**config.mk**
```make
export PLATFORM = sky130hd
export DESIGN_NAME = i2s_rx_deserializer_flat
export DESIGN_NICKNAME = d
export VERILOG_FILES = /design/src/rtl/i2s_rx_deserializer_pkg.sv /design/src/rtl/i2s_rx_deserializer_if.sv /design/src/rtl/i2s_rx_deserializer_sync_edge.sv /design/src/rtl/i2s_rx_deserializer.sv /design/src/flat_wrapper.sv
export SDC_FILE = /design/constraint.sdc
export NUM_CORES = 1
export LEC_CHECK = 0
export CORE_AREA = 8 8 114 95
export DETAILED_ROUTE_END_ITERATION = 7
export DIE_AREA = 0 0 122 103
export PLACE_DENSITY = 0.69
export SYNTH_ARGS = -nofsm -noshare
export SYNTH_HDL_FRONTEND = slang
export SYNTH_SLANG_ARGS = --single-unit
```
**constraint.sdc**
```tcl
create_clock -name clk -period 3.27 [get_ports clk]
set_input_delay 0.981 -clock clk [delete_from_list [all_inputs] [get_ports clk]]
set_output_delay 0.981 -clock clk [all_outputs]
set_load 0.01 [all_outputs]
```
**src/rtl/i2s_rx_deserializer_pkg.sv**
```systemverilog
// Shared definitions for the I2S receive deserializer: slot polarity, FSM
// encoding and default geometry.
package i2s_rx_deserializer_pkg;

    localparam int DEF_SAMPLE_WIDTH  = 24;
    localparam int DEF_MIN_SLOT_BITS = 24;

    localparam logic LR_LEFT  = 1'b0;
    localparam logic LR_RIGHT = 1'b1;

    typedef enum logic [1:0] {
        ST_HUNT  = 2'd0,
        ST_DELAY = 2'd1,
        ST_SHIFT = 2'd2
    } rx_state_e;

    // Bits needed for a counter that must reach max_val inclusive.
    function automatic int cnt_width(input int max_val);
        return $clog2(max_val + 1);
    endfunction

endpackage

```
**src/rtl/i2s_rx_deserializer_if.sv**
```systemverilog
// Codec-facing I2S lines plus the deserialised stereo output bundle.
interface i2s_rx_deserializer_if
    import i2s_rx_deserializer_pkg::*;
#(
    parameter int SAMPLE_WIDTH = DEF_SAMPLE_WIDTH
);

    logic                    i2s_bclk;
    logic                    i2s_lr;
    logic                    i2s_sdata;
    logic [SAMPLE_WIDTH-1:0] sample_l;
    logic [SAMPLE_WIDTH-1:0] sample_r;
    logic                    new_sample;
    logic                    frame_error;

    // Codec side: drives the serial lines, consumes the words.
    modport master (
        output i2s_bclk, i2s_lr, i2s_sdata,
        input  sample_l, sample_r, new_sample, frame_error
    );

    // Deserializer side.
    modport slave (
        input  i2s_bclk, i2s_lr, i2s_sdata,
        output sample_l, sample_r, new_sample, frame_error
    );

endinterface

```
**src/rtl/i2s_rx_deserializer_sync_edge.sv**
```systemverilog
// Brings the asynchronous codec lines into the clk domain and produces a
// registered BCLK rising-edge pulse with LR/data aligned to it.
module i2s_rx_deserializer_sync_edge (
    input  logic clk,
    input  logic reset,
    input  logic bclk_raw,
    input  logic lr_raw,
    input  logic sdata_raw,
    output logic bclk_rise,
    output logic lr_level,
    output logic sdata_level
);

    logic [2:0] bclk_sync_r;
    logic [1:0] lr_sync_r;
    logic [1:0] sdata_sync_r;
    logic       bclk_rise_r;
    logic       lr_level_r;
    logic       sdata_level_r;

    // Two-flop synchronisers, then one more stage so level and pulse stay aligned.
    always_ff @(posedge clk) begin
        if (reset) begin
            bclk_sync_r   <= 3'b000;
            lr_sync_r     <= 2'b00;
            sdata_sync_r  <= 2'b00;
            bclk_rise_r   <= 1'b0;
            lr_level_r    <= 1'b0;
            sdata_level_r <= 1'b0;
        end else begin
            bclk_sync_r   <= {bclk_sync_r[1:0], bclk_raw};
            lr_sync_r     <= {lr_sync_r[0], lr_raw};
            sdata_sync_r  <= {sdata_sync_r[0], sdata_raw};
            bclk_rise_r   <= bclk_sync_r[1] & ~bclk_sync_r[2];
            lr_level_r    <= lr_sync_r[1];
            sdata_level_r <= sdata_sync_r[1];
        end
    end

    assign bclk_rise   = bclk_rise_r;
    assign lr_level    = lr_level_r;
    assign sdata_level = sdata_level_r;

endmodule

```
**src/rtl/i2s_rx_deserializer.sv**
```systemverilog
// I2S receiver: deserialises the codec ADC stream into left/right PCM words
// and presents one stereo pair per frame with a single-cycle strobe.
module i2s_rx_deserializer
    import i2s_rx_deserializer_pkg::*;
#(
    parameter int SAMPLE_WIDTH  = DEF_SAMPLE_WIDTH,
    parameter int MIN_SLOT_BITS = DEF_MIN_SLOT_BITS
) (
    input  logic                  clk,
    input  logic                  reset,
    i2s_rx_deserializer_if.slave  bus
);

    localparam int CNT_W = cnt_width(SAMPLE_WIDTH);
    localparam logic [CNT_W-1:0] CNT_ZERO = CNT_W'(0);
    localparam logic [CNT_W-1:0] CNT_ONE  = CNT_W'(1);
    localparam logic [CNT_W-1:0] CNT_FULL = CNT_W'(SAMPLE_WIDTH);
    localparam logic [CNT_W-1:0] CNT_LAST = CNT_W'(SAMPLE_WIDTH - 1);
    localparam logic [CNT_W-1:0] CNT_MIN  = CNT_W'(MIN_SLOT_BITS);

    logic                    bclk_rise_s;
    logic                    lr_s;
    logic                    sdata_s;
    logic                    lr_edge_s;
    logic [SAMPLE_WIDTH-1:0] word_next_s;

    rx_state_e               state_r;
    logic                    lr_prev_r;
    logic                    lr_seen_r;
    logic [SAMPLE_WIDTH-2:0] shift_r;
    logic [CNT_W-1:0]        bit_cnt_r;
    logic [SAMPLE_WIDTH-1:0] hold_l_r;
    logic                    left_valid_r;
    logic [SAMPLE_WIDTH-1:0] sample_l_r;
    logic [SAMPLE_WIDTH-1:0] sample_r_r;
    logic                    new_sample_r;
    logic                    frame_error_r;

    i2s_rx_deserializer_sync_edge u_sync (
        .clk         (clk),
        .reset       (reset),
        .bclk_raw    (bus.i2s_bclk),
        .lr_raw      (bus.i2s_lr),
        .sdata_raw   (bus.i2s_sdata),
        .bclk_rise   (bclk_rise_s),
        .lr_level    (lr_s),
        .sdata_level (sdata_s)
    );

    // LR transitions only count once a reference LR value exists, so a reset
    // released mid-slot never mistakes the current slot for a fresh one.
    always_comb begin
        lr_edge_s   = bclk_rise_s & lr_seen_r & (lr_s ^ lr_prev_r);
        word_next_s = {shift_r, sdata_s};
    end

    // Slot FSM, shift register and registered outputs, stepped on BCLK rises.
    always_ff @(posedge clk) begin
        if (reset) begin
            state_r       <= ST_HUNT;
            lr_prev_r     <= 1'b0;
            lr_seen_r     <= 1'b0;
            shift_r       <= '0;
            bit_cnt_r     <= CNT_ZERO;
            hold_l_r      <= '0;
            left_valid_r  <= 1'b0;
            sample_l_r    <= '0;
            sample_r_r    <= '0;
            new_sample_r  <= 1'b0;
            frame_error_r <= 1'b0;
        end else begin
            new_sample_r  <= 1'b0;
            frame_error_r <= 1'b0;
            if (bclk_rise_s) begin
                lr_prev_r <= lr_s;
                lr_seen_r <= 1'b1;
                case (state_r)
                    // The LR-edge rise is itself the I2S delay bit, so DELAY
                    // is passed through within that same step.
                    ST_HUNT: begin
                        if (lr_edge_s) begin
                            state_r   <= ST_SHIFT;
                            bit_cnt_r <= CNT_ZERO;
                        end
                    end
                    ST_DELAY: begin
                        state_r   <= ST_SHIFT;
                        bit_cnt_r <= CNT_ZERO;
                    end
                    ST_SHIFT: begin
                        if (lr_edge_s) begin
                            if (bit_cnt_r < CNT_MIN) begin
                                frame_error_r <= 1'b1;
                                left_valid_r  <= 1'b0;
                            end
                            bit_cnt_r <= CNT_ZERO;
                        end else if (bit_cnt_r < CNT_FULL) begin
                            shift_r   <= word_next_s[SAMPLE_WIDTH-2:0];
                            bit_cnt_r <= bit_cnt_r + CNT_ONE;
                            if (bit_cnt_r == CNT_LAST) begin
                                if (lr_s == LR_LEFT) begin
                                    hold_l_r     <= word_next_s;
                                    left_valid_r <= 1'b1;
                                end else if (left_valid_r) begin
                                    sample_l_r   <= hold_l_r;
                                    sample_r_r   <= word_next_s;
                                    new_sample_r <= 1'b1;
                                    left_valid_r <= 1'b0;
                                end
                            end
                        end
                    end
                    default: begin
                        state_r   <= ST_HUNT;
                        bit_cnt_r <= CNT_ZERO;
                    end
                endcase
            end
        end
    end

    assign bus.sample_l    = sample_l_r;
    assign bus.sample_r    = sample_r_r;
    assign bus.new_sample  = new_sample_r;
    assign bus.frame_error = frame_error_r;

endmodule

```
**src/flat_wrapper.sv**
```systemverilog
// flat-port wrapper written by rule: the top's interface ports become plain ports
module i2s_rx_deserializer_flat import i2s_rx_deserializer_pkg::*;
#(
    parameter int SAMPLE_WIDTH  = DEF_SAMPLE_WIDTH,
    parameter int MIN_SLOT_BITS = DEF_MIN_SLOT_BITS
)
  (clk, reset, bus_i2s_bclk, bus_i2s_lr, bus_i2s_sdata, bus_sample_l, bus_sample_r, bus_new_sample, bus_frame_error);
  i2s_rx_deserializer_if #(.SAMPLE_WIDTH(SAMPLE_WIDTH)) bus_i ();
  input  logic clk;
  input  logic reset;
  input wire logic [$bits(bus_i.i2s_bclk)-1:0] bus_i2s_bclk;
  input wire logic [$bits(bus_i.i2s_lr)-1:0] bus_i2s_lr;
  input wire logic [$bits(bus_i.i2s_sdata)-1:0] bus_i2s_sdata;
  output wire logic [$bits(bus_i.sample_l)-1:0] bus_sample_l;
  output wire logic [$bits(bus_i.sample_r)-1:0] bus_sample_r;
  output wire logic [$bits(bus_i.new_sample)-1:0] bus_new_sample;
  output wire logic [$bits(bus_i.frame_error)-1:0] bus_frame_error;
  assign bus_i.i2s_bclk = bus_i2s_bclk;
  assign bus_i.i2s_lr = bus_i2s_lr;
  assign bus_i.i2s_sdata = bus_i2s_sdata;
  assign bus_sample_l = bus_i.sample_l;
  assign bus_sample_r = bus_i.sample_r;
  assign bus_new_sample = bus_i.new_sample;
  assign bus_frame_error = bus_i.frame_error;
  i2s_rx_deserializer #(.SAMPLE_WIDTH(SAMPLE_WIDTH), .MIN_SLOT_BITS(MIN_SLOT_BITS)) u_core (.clk(clk), .reset(reset), .bus(bus_i));
endmodule
```
==> impl_metrics.tcl <==
set metrics [dict create \
    ys_async_sr_fraction_pct 0 \
    synth.cell_area_um2 4390 \
    path_clk_slew_ps 50 \
    regArea_um2 2320 \
    gr-total-overflow 0 \
    syn_nets 395 \
    postSynthCellCount 389 \
    worstPathMaxFanout 2 \
    cts_sinks 116 \
    mostFrequentLayoutCells "dfxtp_1, nand2b_1, mux2i_1, clkdlybuf4s50_1, clkbuf_16" \
    firstDrtPassIters 4 \
    setup_tns_ps 0 \
    drive_above_1_share_pct 8.79 \
    critical-path-slowest-cell "clkdlybuf4s50_1" \
    area_growth_syn_to_layout_pct 27.6 \
    period_share_pct 73.4 \
    routedWlPerCell_um 14.8 \
    leakagePower_nw 2.26 \
    met2_usage_pct 21.7 \
    grt_pass1_wl_um 14100 \
    drtIter0Drc 140 \
    rsz0062_at_grt "no" \
    n_antenna_cell 0 \
    drv_slew 0 \
    grt_pass1_vias 2854 \
    finalWirelength_um 8420 \
    ios 55 \
    synth_seq_cells 116 \
    cts_tree "done" \
    critPathBufInv 1 \
    irDropWorstVdd_uv 355 \
    synth.avg_cell_area_um2 11.3 \
    multiInputGateArea_um2 1950 \
    gp_congestion 0.785 \
    die_area_um2 12600 \
    clockBufferDepth 2 \
    synth_ff_type "dfxtp_1" \
    endpoint_kind "output pin" \
    yosysWarnings 0 \
    cts_buffers 17 \
    top_usage_layer "met2" \
    final_common_cell "dfxtp_1" \
    worst_pin_slew_ps 942 \
    drcViolationCount 0 \
    grt_usage_pct 14.4 \
    post_cts_buffers 0 \
    relSlewSlack_pct 37.2 \
    cap_violations 0 \
    clock_latency_ps 500 \
    vias_per_cell 4.88 \
    postLayoutCoreUtil_pct 63.1 \
    max_freq_mhz 417 \
    critical_path_class "reg2out" \
    worstPathArrival_ps 1420 \
    core_um2 8880 \
    fill_cells 713 \
    synthDistinctLibCells 36 \
    cts_root_buffer "clkbuf_8" \
    min_period_ps 2400 \
    layout.nets 448 \
    start_kind "register" \
    cpLargestDelayFamily "buffers and inverters" \
    via_count 2783 \
    status "finished, final reports clean" \
    ant_nets 0 \
    required_ps 2290 \
    crit_chain "clkdlybuf4s50_1" \
    die_h_um 103 \
    synth_seq_area_share_pct 52.9 \
    htree_levels 4 \
    synth_edf_count 0 \
    grt_util_met1_pct 17.5 \
    grt_max_degree 113 \
    finalHoldViolations 0 \
    port_buffers 54 \
    skew_ps 9.31 \
    hold_class "reg2reg" \
    setup_viol 0 \
    num_rows 31 \
    power.density_nw_per_um2 593 \
    antenna_found_initial 0 \
    cts_resized 0 \
    start_util_pct 49.4 \
    die_w_um 122 \
    hold_buffers 0 \
    cpPeakStageDelay_ps 560 \
    use_met3_pct 5.58 \
    dp_hpwl_um 5090 \
]
layout make-up:
class	instances	area share, %
clock buffer	21	7.84
clock inverter	11	2.81
inverter	2	0.134
multi-input combinational	247	34.9
sequential	116	41.5
tap	115	2.57
timing repair buffer	58	10.3
report_power, final:
group	internal (W)	switching (W)	leakage [nW]
clock	0.00125	0.000598	0.295
combinational	0.0000287	0.0000214	1.03
sequential	0.00142	0.00000453	0.936
total	0.00270	0.000624	2.26
Yosys cell counts, types with 2 or more instances:
cell      instances  share of area, %
nand2_1           3              0.26
or4_1             3              0.51
nor4_1            2              0.28
inv_1             2              0.17
mux2i_1          96                22
dfxtp_1         116                53
o211ai_1          2              0.34
o21ai_0           3              0.34
nor3_1            2              0.23
nor2_1            4              0.34
nand2b_1         96                14
buf_2             5              0.57
or3_1             2              0.28
a21oi_1           5              0.57
nor2b_1          12               1.7
buf_4             3              0.51
clkbuf_1         14               1.2
per-layer routing:
| layer | share of wire, % | vias to the layer above |
|---|---|---|
| met5 | 0 | - |
| met3 | 6.8 | 10 |
| li1 | - | 1425 |
| met2 | 45 | 54 |
| met1 | 47 | 1294 |
| met4 | 1.3 | 0 |
stage by stage:
step | setup WS [ps] | hold WS (ps) | instances | cell area [um^2] | total power [W]
finish | 871 | 381 | 570 | 5600 | 0.00332
CTS | 833 | 384 | 570 | 5600 | 0.00336
detailed placement | 971 | 377 | 538 | 5000 | 0.00151
global placement | 1020 | 373 | 538 | 5000 | 0.00151
global route | 810 | 398 | 570 | 5600 | 0.00343
floorplan | 1490 | 367 | 389 | 4390 | 0.00149
logic make-up (layout without fill, tap and decap cells):
logic type	count (synthesis)	count (layout)	share of synthesized area (%)
buffers and inverters	26	92	3.05
AND/OR/NAND/NOR	133	133	19.2
flip-flops	116	116	52.9
XOR/XNOR	2	2	0.399
AO/OA/AOI/OAI	15	15	2.25
adder cells (fa/ha/maj)	1	1	0.285
multiplexers	96	96	21.9
final timing paths:
path / start / to / slack (ps) / cells after the start
max: u_core.bus.sample_l[21] / bus_sample_l[21] / 870 / 1
min: u_core.u_sync.bclk_sync_r[2] / u_core.u_sync.bclk_rise / 380 / 1
max reg2reg: u_core.bit_cnt_r[0] / u_core.bus.sample_r[21] / 920 / 4
min reg2reg: u_core.u_sync.bclk_sync_r[2] / u_core.u_sync.bclk_rise / 380 / 1
sequential cells by signal, indices dropped and copies added (netlist names), 2 cells and up:
signal,flops
u_core.bit_cnt_r,5
u_core.bus.sample_l,24
u_core.bus.sample_r,24
u_core.hold_l_r,24
u_core.shift_r,23
u_core.u_sync.bclk_sync_r,3
u_core.u_sync.lr_sync_r,2
u_core.u_sync.sdata_sync_r,2
Power figures use the tool's default switching activity.
